File: src/rtl/alu_op_queue_if.sv
// Handshake bundle between the fetch/decode front end, the op queue and the ALU decoder.
// The slave view is the queue itself; the master view is whoever drives and consumes it.
interface alu_op_queue_if #(
    parameter int WIDTH = 8,
    parameter int CW    = 3
);
    logic             IN_VALID;
    logic             IN_READY;
    logic [2:0]       IN_OP;
    logic [WIDTH-1:0] IN_A;
    logic [WIDTH-1:0] IN_B;
    logic             FLUSH;
    logic             OUT_VALID;
    logic             OUT_READY;
    logic [2:0]       OP;
    logic [WIDTH-1:0] A;
    logic [WIDTH-1:0] B;
    logic [CW-1:0]    COUNT;
    logic             ILLEGAL;

    modport slave (
        input  IN_VALID, IN_OP, IN_A, IN_B, FLUSH, OUT_READY,
        output IN_READY, OUT_VALID, OP, A, B, COUNT, ILLEGAL
    );

    modport master (
        output IN_VALID, IN_OP, IN_A, IN_B, FLUSH, OUT_READY,
        input  IN_READY, OUT_VALID, OP, A, B, COUNT, ILLEGAL
    );
endinterface

File: src/rtl/alu_op_queue.sv
// Issue-stage FIFO in front of the ALU control decoder; drops undefined opcode 3'b111
// and presents the head entry with a zeroed, deterministic bus while empty.
module alu_op_queue #(
    parameter int WIDTH = 8,
    parameter int DEPTH = 4,
    parameter int CW    = 3
) (
    input logic          CLK,
    input logic          RESET,
    alu_op_queue_if.slave bus
);
    localparam int PW = $clog2(DEPTH);

    logic [2:0]       op_mem [DEPTH];
    logic [WIDTH-1:0] a_mem  [DEPTH];
    logic [WIDTH-1:0] b_mem  [DEPTH];

    logic [PW-1:0] wptr;
    logic [PW-1:0] rptr;
    logic [CW-1:0] count;
    logic          illegal;

    logic full;
    logic empty;
    logic accept;
    logic push;
    logic drop;
    logic pop;

    always_comb begin
        full   = (count == CW'(DEPTH));
        empty  = (count == '0);
        accept = bus.IN_VALID && !full;
        push   = accept && (bus.IN_OP != 3'b111);
        drop   = accept && (bus.IN_OP == 3'b111);
        pop    = !empty && bus.OUT_READY;
    end

    // Full/empty come from count, so pointers are free to wrap naturally.
    always_ff @(posedge CLK) begin
        if (RESET || bus.FLUSH) begin
            wptr    <= '0;
            rptr    <= '0;
            count   <= '0;
            illegal <= 1'b0;
        end else begin
            if (push) wptr <= wptr + PW'(1);
            if (pop)  rptr <= rptr + PW'(1);
            case ({push, pop})
                2'b10:   count <= count + CW'(1);
                2'b01:   count <= count - CW'(1);
                default: count <= count;
            endcase
            if (drop) illegal <= 1'b1;
        end
    end

    // Storage is never reset; only the pointers decide what is live.
    always_ff @(posedge CLK) begin
        if (push && !RESET && !bus.FLUSH) begin
            op_mem[wptr] <= bus.IN_OP;
            a_mem[wptr]  <= bus.IN_A;
            b_mem[wptr]  <= bus.IN_B;
        end
    end

    assign bus.IN_READY  = !full;
    assign bus.OUT_VALID = !empty;
    assign bus.OP        = empty ? 3'b000 : op_mem[rptr];
    assign bus.A         = empty ? '0 : a_mem[rptr];
    assign bus.B         = empty ? '0 : b_mem[rptr];
    assign bus.COUNT     = count;
    assign bus.ILLEGAL   = illegal;
endmodule

File: src/flat_wrapper.sv
// flat-port wrapper written by rule: the top's interface ports become plain ports
module alu_op_queue_flat 
#(
    parameter int WIDTH = 8,
    parameter int DEPTH = 4,
    parameter int CW    = 3
)
  (CLK, RESET, bus_IN_VALID, bus_IN_OP, bus_IN_A, bus_IN_B, bus_FLUSH, bus_OUT_READY, bus_IN_READY, bus_OUT_VALID, bus_OP, bus_A, bus_B, bus_COUNT, bus_ILLEGAL);
  alu_op_queue_if #(.WIDTH(WIDTH), .CW(CW)) bus_i ();
  input logic CLK;
  input logic RESET;
  input wire logic [$bits(bus_i.IN_VALID)-1:0] bus_IN_VALID;
  input wire logic [$bits(bus_i.IN_OP)-1:0] bus_IN_OP;
  input wire logic [$bits(bus_i.IN_A)-1:0] bus_IN_A;
  input wire logic [$bits(bus_i.IN_B)-1:0] bus_IN_B;
  input wire logic [$bits(bus_i.FLUSH)-1:0] bus_FLUSH;
  input wire logic [$bits(bus_i.OUT_READY)-1:0] bus_OUT_READY;
  output wire logic [$bits(bus_i.IN_READY)-1:0] bus_IN_READY;
  output wire logic [$bits(bus_i.OUT_VALID)-1:0] bus_OUT_VALID;
  output wire logic [$bits(bus_i.OP)-1:0] bus_OP;
  output wire logic [$bits(bus_i.A)-1:0] bus_A;
  output wire logic [$bits(bus_i.B)-1:0] bus_B;
  output wire logic [$bits(bus_i.COUNT)-1:0] bus_COUNT;
  output wire logic [$bits(bus_i.ILLEGAL)-1:0] bus_ILLEGAL;
  assign bus_i.IN_VALID = bus_IN_VALID;
  assign bus_i.IN_OP = bus_IN_OP;
  assign bus_i.IN_A = bus_IN_A;
  assign bus_i.IN_B = bus_IN_B;
  assign bus_i.FLUSH = bus_FLUSH;
  assign bus_i.OUT_READY = bus_OUT_READY;
  assign bus_IN_READY = bus_i.IN_READY;
  assign bus_OUT_VALID = bus_i.OUT_VALID;
  assign bus_OP = bus_i.OP;
  assign bus_A = bus_i.A;
  assign bus_B = bus_i.B;
  assign bus_COUNT = bus_i.COUNT;
  assign bus_ILLEGAL = bus_i.ILLEGAL;
  alu_op_queue #(.WIDTH(WIDTH), .DEPTH(DEPTH), .CW(CW)) u_core (.CLK(CLK), .RESET(RESET), .bus(bus_i));
endmodule
File: config.mk
export PLATFORM = sky130hd
export DESIGN_NAME = alu_op_queue_flat
export DESIGN_NICKNAME = d
export VERILOG_FILES = /design/src/rtl/alu_op_queue_if.sv /design/src/rtl/alu_op_queue.sv /design/src/flat_wrapper.sv
export SDC_FILE = /design/constraint.sdc
export NUM_CORES = 1
export LEC_CHECK = 0
export CAP_MARGIN = 20
export CORE_MARGIN = 2
export CORE_UTILIZATION = 25
export CTS_BUF_LIST = sky130_fd_sc_hd__clkbuf_8 sky130_fd_sc_hd__clkbuf_16
export DETAILED_ROUTE_END_ITERATION = 10
export GPL_TIMING_DRIVEN = 0
export REMOVE_ABC_BUFFERS = 1
export SLEW_MARGIN = 0
export SYNTH_ARGS = -nofsm -noshare
export SYNTH_HDL_FRONTEND = slang
export SYNTH_SLANG_ARGS = --single-unit
File: constraint.sdc
create_clock -name CLK -period 3.85 [get_ports CLK]
set_clock_uncertainty 0.1 [all_clocks]
set_input_delay 0.385 -clock CLK [delete_from_list [all_inputs] [get_ports CLK]]
set_output_delay 0.385 -clock CLK [all_outputs]
set_load 0.005 [all_outputs]
==> results.tsv <==
metric	value	unit
status	complete, no violations	
share_of_the_synthesized_area_in_compound_gates_ao_oa_aoi_oai	0.0110	
rsz_0062_raised_after_global_routing	no	
cp.arrival	2380	ps
synth_top_area_share	0.671	
start_kind	flop	
cp_max_fo	19	
cts_made_buffers	9	
synthXorXnorAreaFrac	0.0103	
cts_root_buffer	sky130_fd_sc_hd__clkbuf_16	
wirelength	6550	um
layout_min_cycle_time	2870	ps
placeableCoreArea	0.0132	mm^2
cts.repair.resized	0	
timing.hold.ws	398	ps
io_pins	49	
clock.fmax	349	MHz
routabilityCongestion	0.629	
critical_path.endpoint_type	primary output	
grt_start_max_net_pins	20	
antenna_cells	0	
p_leak	1.39	nW
post_drt_via_cell_ratio	4.14	
drt.antenna.violating_nets	0	
worst_slew_margin_rel	0.401	
critical_path.max_stage_delay	820	ps
post_detailed_placement_half_perimeter_wirelength	3970	um
p_sw	403	uW
post_synth_inst_count	180	
fp.dieArea	0.0146	mm^2
p_int	1.53	mW
floorplan.die.height	121	um
tritoncts	yes	
power.switching_fraction	0.209	
clock_insertion_delay_worst_skew	340	ps
first_global_vias	1813	
post_synthesis_simple_gate_area_fraction	0.0702	
routedWlPerCell	15.8	um
rows	42	
hold_buffers	0	
effective_utilization_at_floorplan	0.257	
synth.avg_cell_area	18.9	um^2
grt_first_pass_wirelength	10200	um
drc	0	
slew_viol_final	0	
routed-via-count	1715	
post_synth_mux_area_share	0.133	
buffers_on_ports	48	
grt_usage	0.0977	
min-delay-path-class	reg -> reg	
nFillCells	1298	
cpMaxStageDelayCell	sky130_fd_sc_hd__dfxtp_2	
pwr-share-comb	0.063	
finalHoldViolCount	0	
final_area	0.00438	mm^2
design_power_total	1.93	mW
worst_pin_slew	893	ps
ir_worst_vdd	158	uV
synth_area_leaders	sky130_fd_sc_hd__edfxtp_1 67%, sky130_fd_sc_hd__mux4_2 13%, sky130_fd_sc_hd__dfxtp_1 5.9%	
area_growth_syn_to_layout	28.6	%
clock_power_share	0.402	
synth_top_family_by_area	multiplexers	
post_synth_fa_ha_maj_area_fraction	0.0243	
length_of_the_first_detailed_routing_pass_in_iterations	4	
placed_cell_area	0.00408	mm^2
drt_iter0_drc	101	
yosysWarnings	0	
crit_path_cell_chain	mux4_2 -> nor2b_1 -> clkdlybuf4s50_1	
grt_remaining_overflow	0	
clkSinkCount	86	
area_of_the_mapped_netlist	0.00340	mm^2
ctsLongestPathBuffers	2	
design.final.nets	263	
ys_ff_latch	86	
grt_antenna_before_repair	0	
cell_type_with_the_highest_aggregate_area_in_the_netlist	sky130_fd_sc_hd__edfxtp_1	
die-width	121	um
synth.distinct_cells	30	
register_area_share_after_synthesis	0.729	
crit_type	reg -> out	
worst_setup_hold_path_clk_slew	70	ps
min_period_over_period	0.745	
cts_post_setup_buffers_inserted	0	
htree_levels	3	
required	3370	ps
cap_violations	0	
layout-drive-gt1-share	0.185	
power_density	441	mW/mm^2
setup_viol	0	
power.sequential.fraction	0.535	
worst max-delay path: cells and delay by family, from the launching register on:
family                 cells  cell delay (ps)
DFF                        1              820
and+or+nand+nor            1              160
muxes                      1              580
buffers and inverters      1              490
cell families after synthesis:
kind of cell	count (synthesis)
and+or+nand+nor	41
DFF	86
adders and majority gates	6
xor gates and xnor gates	4
buffers and inverters	16
muxes	21
AOI/OAI and AO/OA	6
cell usage after synthesis (all sizes together):
master	count
clkbuf	4
mux2	1
or3b	1
mux4	19
o31ai	1
ha	5
buf	4
dfxtp	10
nand2	2
fa	1
a31oi	1
xor2	4
and3	5
edfxtp	76
o311ai	1
inv	8
a21oi	2
o21ai	1
and3b	1
nor2b	19
nor2	10
or2	1
or3	1
mux2i	1
nor3	1
state kept, by name, summed over array words and instances, names as in the netlist, named ones only:
name                count
u_core.rptr             2
u_core.a_mem           32
u_core.b_mem           32
u_core.bus.ILLEGAL      1
u_core.op_mem          12
u_core.bus.COUNT        3
u_core.wptr             2
power groups by stage:
stage          Sequential, mW  Clock, mW  Combinational, mW
2_1_floorplan            1.05          0             0.0459
4_1_cts                  1.03      0.806              0.124
3_3_place_gp             1.05          0              0.118
3_5_place_dp             1.05          0              0.124
5_1_grt                  1.03      0.846              0.134
6_report                 1.03      0.777              0.121
final cells by class:
type / count / area, um^2 / share of cell area
Clock inverter: 7 / 43.8 / 0.0100
Sequential cell: 86 / 2480 / 0.567
Multi-Input combinational cell: 78 / 852 / 0.195
Timing Repair Buffer: 50 / 523 / 0.119
Clock buffer: 9 / 225 / 0.0514
Tap cell: 176 / 220 / 0.0503
Inverter: 8 / 30.0 / 0.00686
cell usage in the layout, fill, tap and decap left out, types with 2 or more instances in the layout:
master,synthesis,routed
sky130_fd_sc_hd__edfxtp_1,76,76
sky130_fd_sc_hd__clkdlybuf4s50_1,0,48
sky130_fd_sc_hd__mux4_2,19,19
sky130_fd_sc_hd__nor2b_1,19,19
sky130_fd_sc_hd__inv_1,8,10
sky130_fd_sc_hd__nor2_1,10,10
sky130_fd_sc_hd__dfxtp_1,10,9
sky130_fd_sc_hd__clkbuf_16,0,9
sky130_fd_sc_hd__ha_1,5,5
sky130_fd_sc_hd__and3_2,4,4
sky130_fd_sc_hd__xor2_1,4,4
sky130_fd_sc_hd__a21oi_1,2,2
sky130_fd_sc_hd__nand2_1,2,2
sky130_fd_sc_hd__clkinvlp_4,0,2
sky130_fd_sc_hd__clkinv_4,0,2
final timing paths:
kind	cells after the start	start	end	slack, ps
worst max register to register	9	u_core.bus.COUNT[2]	u_core.bus.COUNT[2]	1110
worst min-delay path	2	u_core.bus.ILLEGAL	u_core.bus.ILLEGAL	400
worst min register to register	2	u_core.bus.ILLEGAL	u_core.bus.ILLEGAL	400
worst max-delay path	3	flop	bus_OP[2]	980
per-stage QoR:
stage	cells	setup TNS (ps)	worst slack, ps	util
after global placement	396	-462	-161	0.307
after detailed placement	397	0	808	0.308
after floorplan	172	0	1320	-
final	414	0	983	0.331
after global routing	414	0	767	0.331
after CTS	413	0	782	0.329
routing by layer:
layer  routed length, um  share of wire  GRT usage  vias up
li1                    -              -          -      800
met1                2910           0.44      0.120      863
met3                 323          0.049     0.0278        9
met2                3210           0.49      0.155       43
met5                   0              0          0        -
met4                 108          0.016     0.0523        0
(Power assumes the default switching activity.)
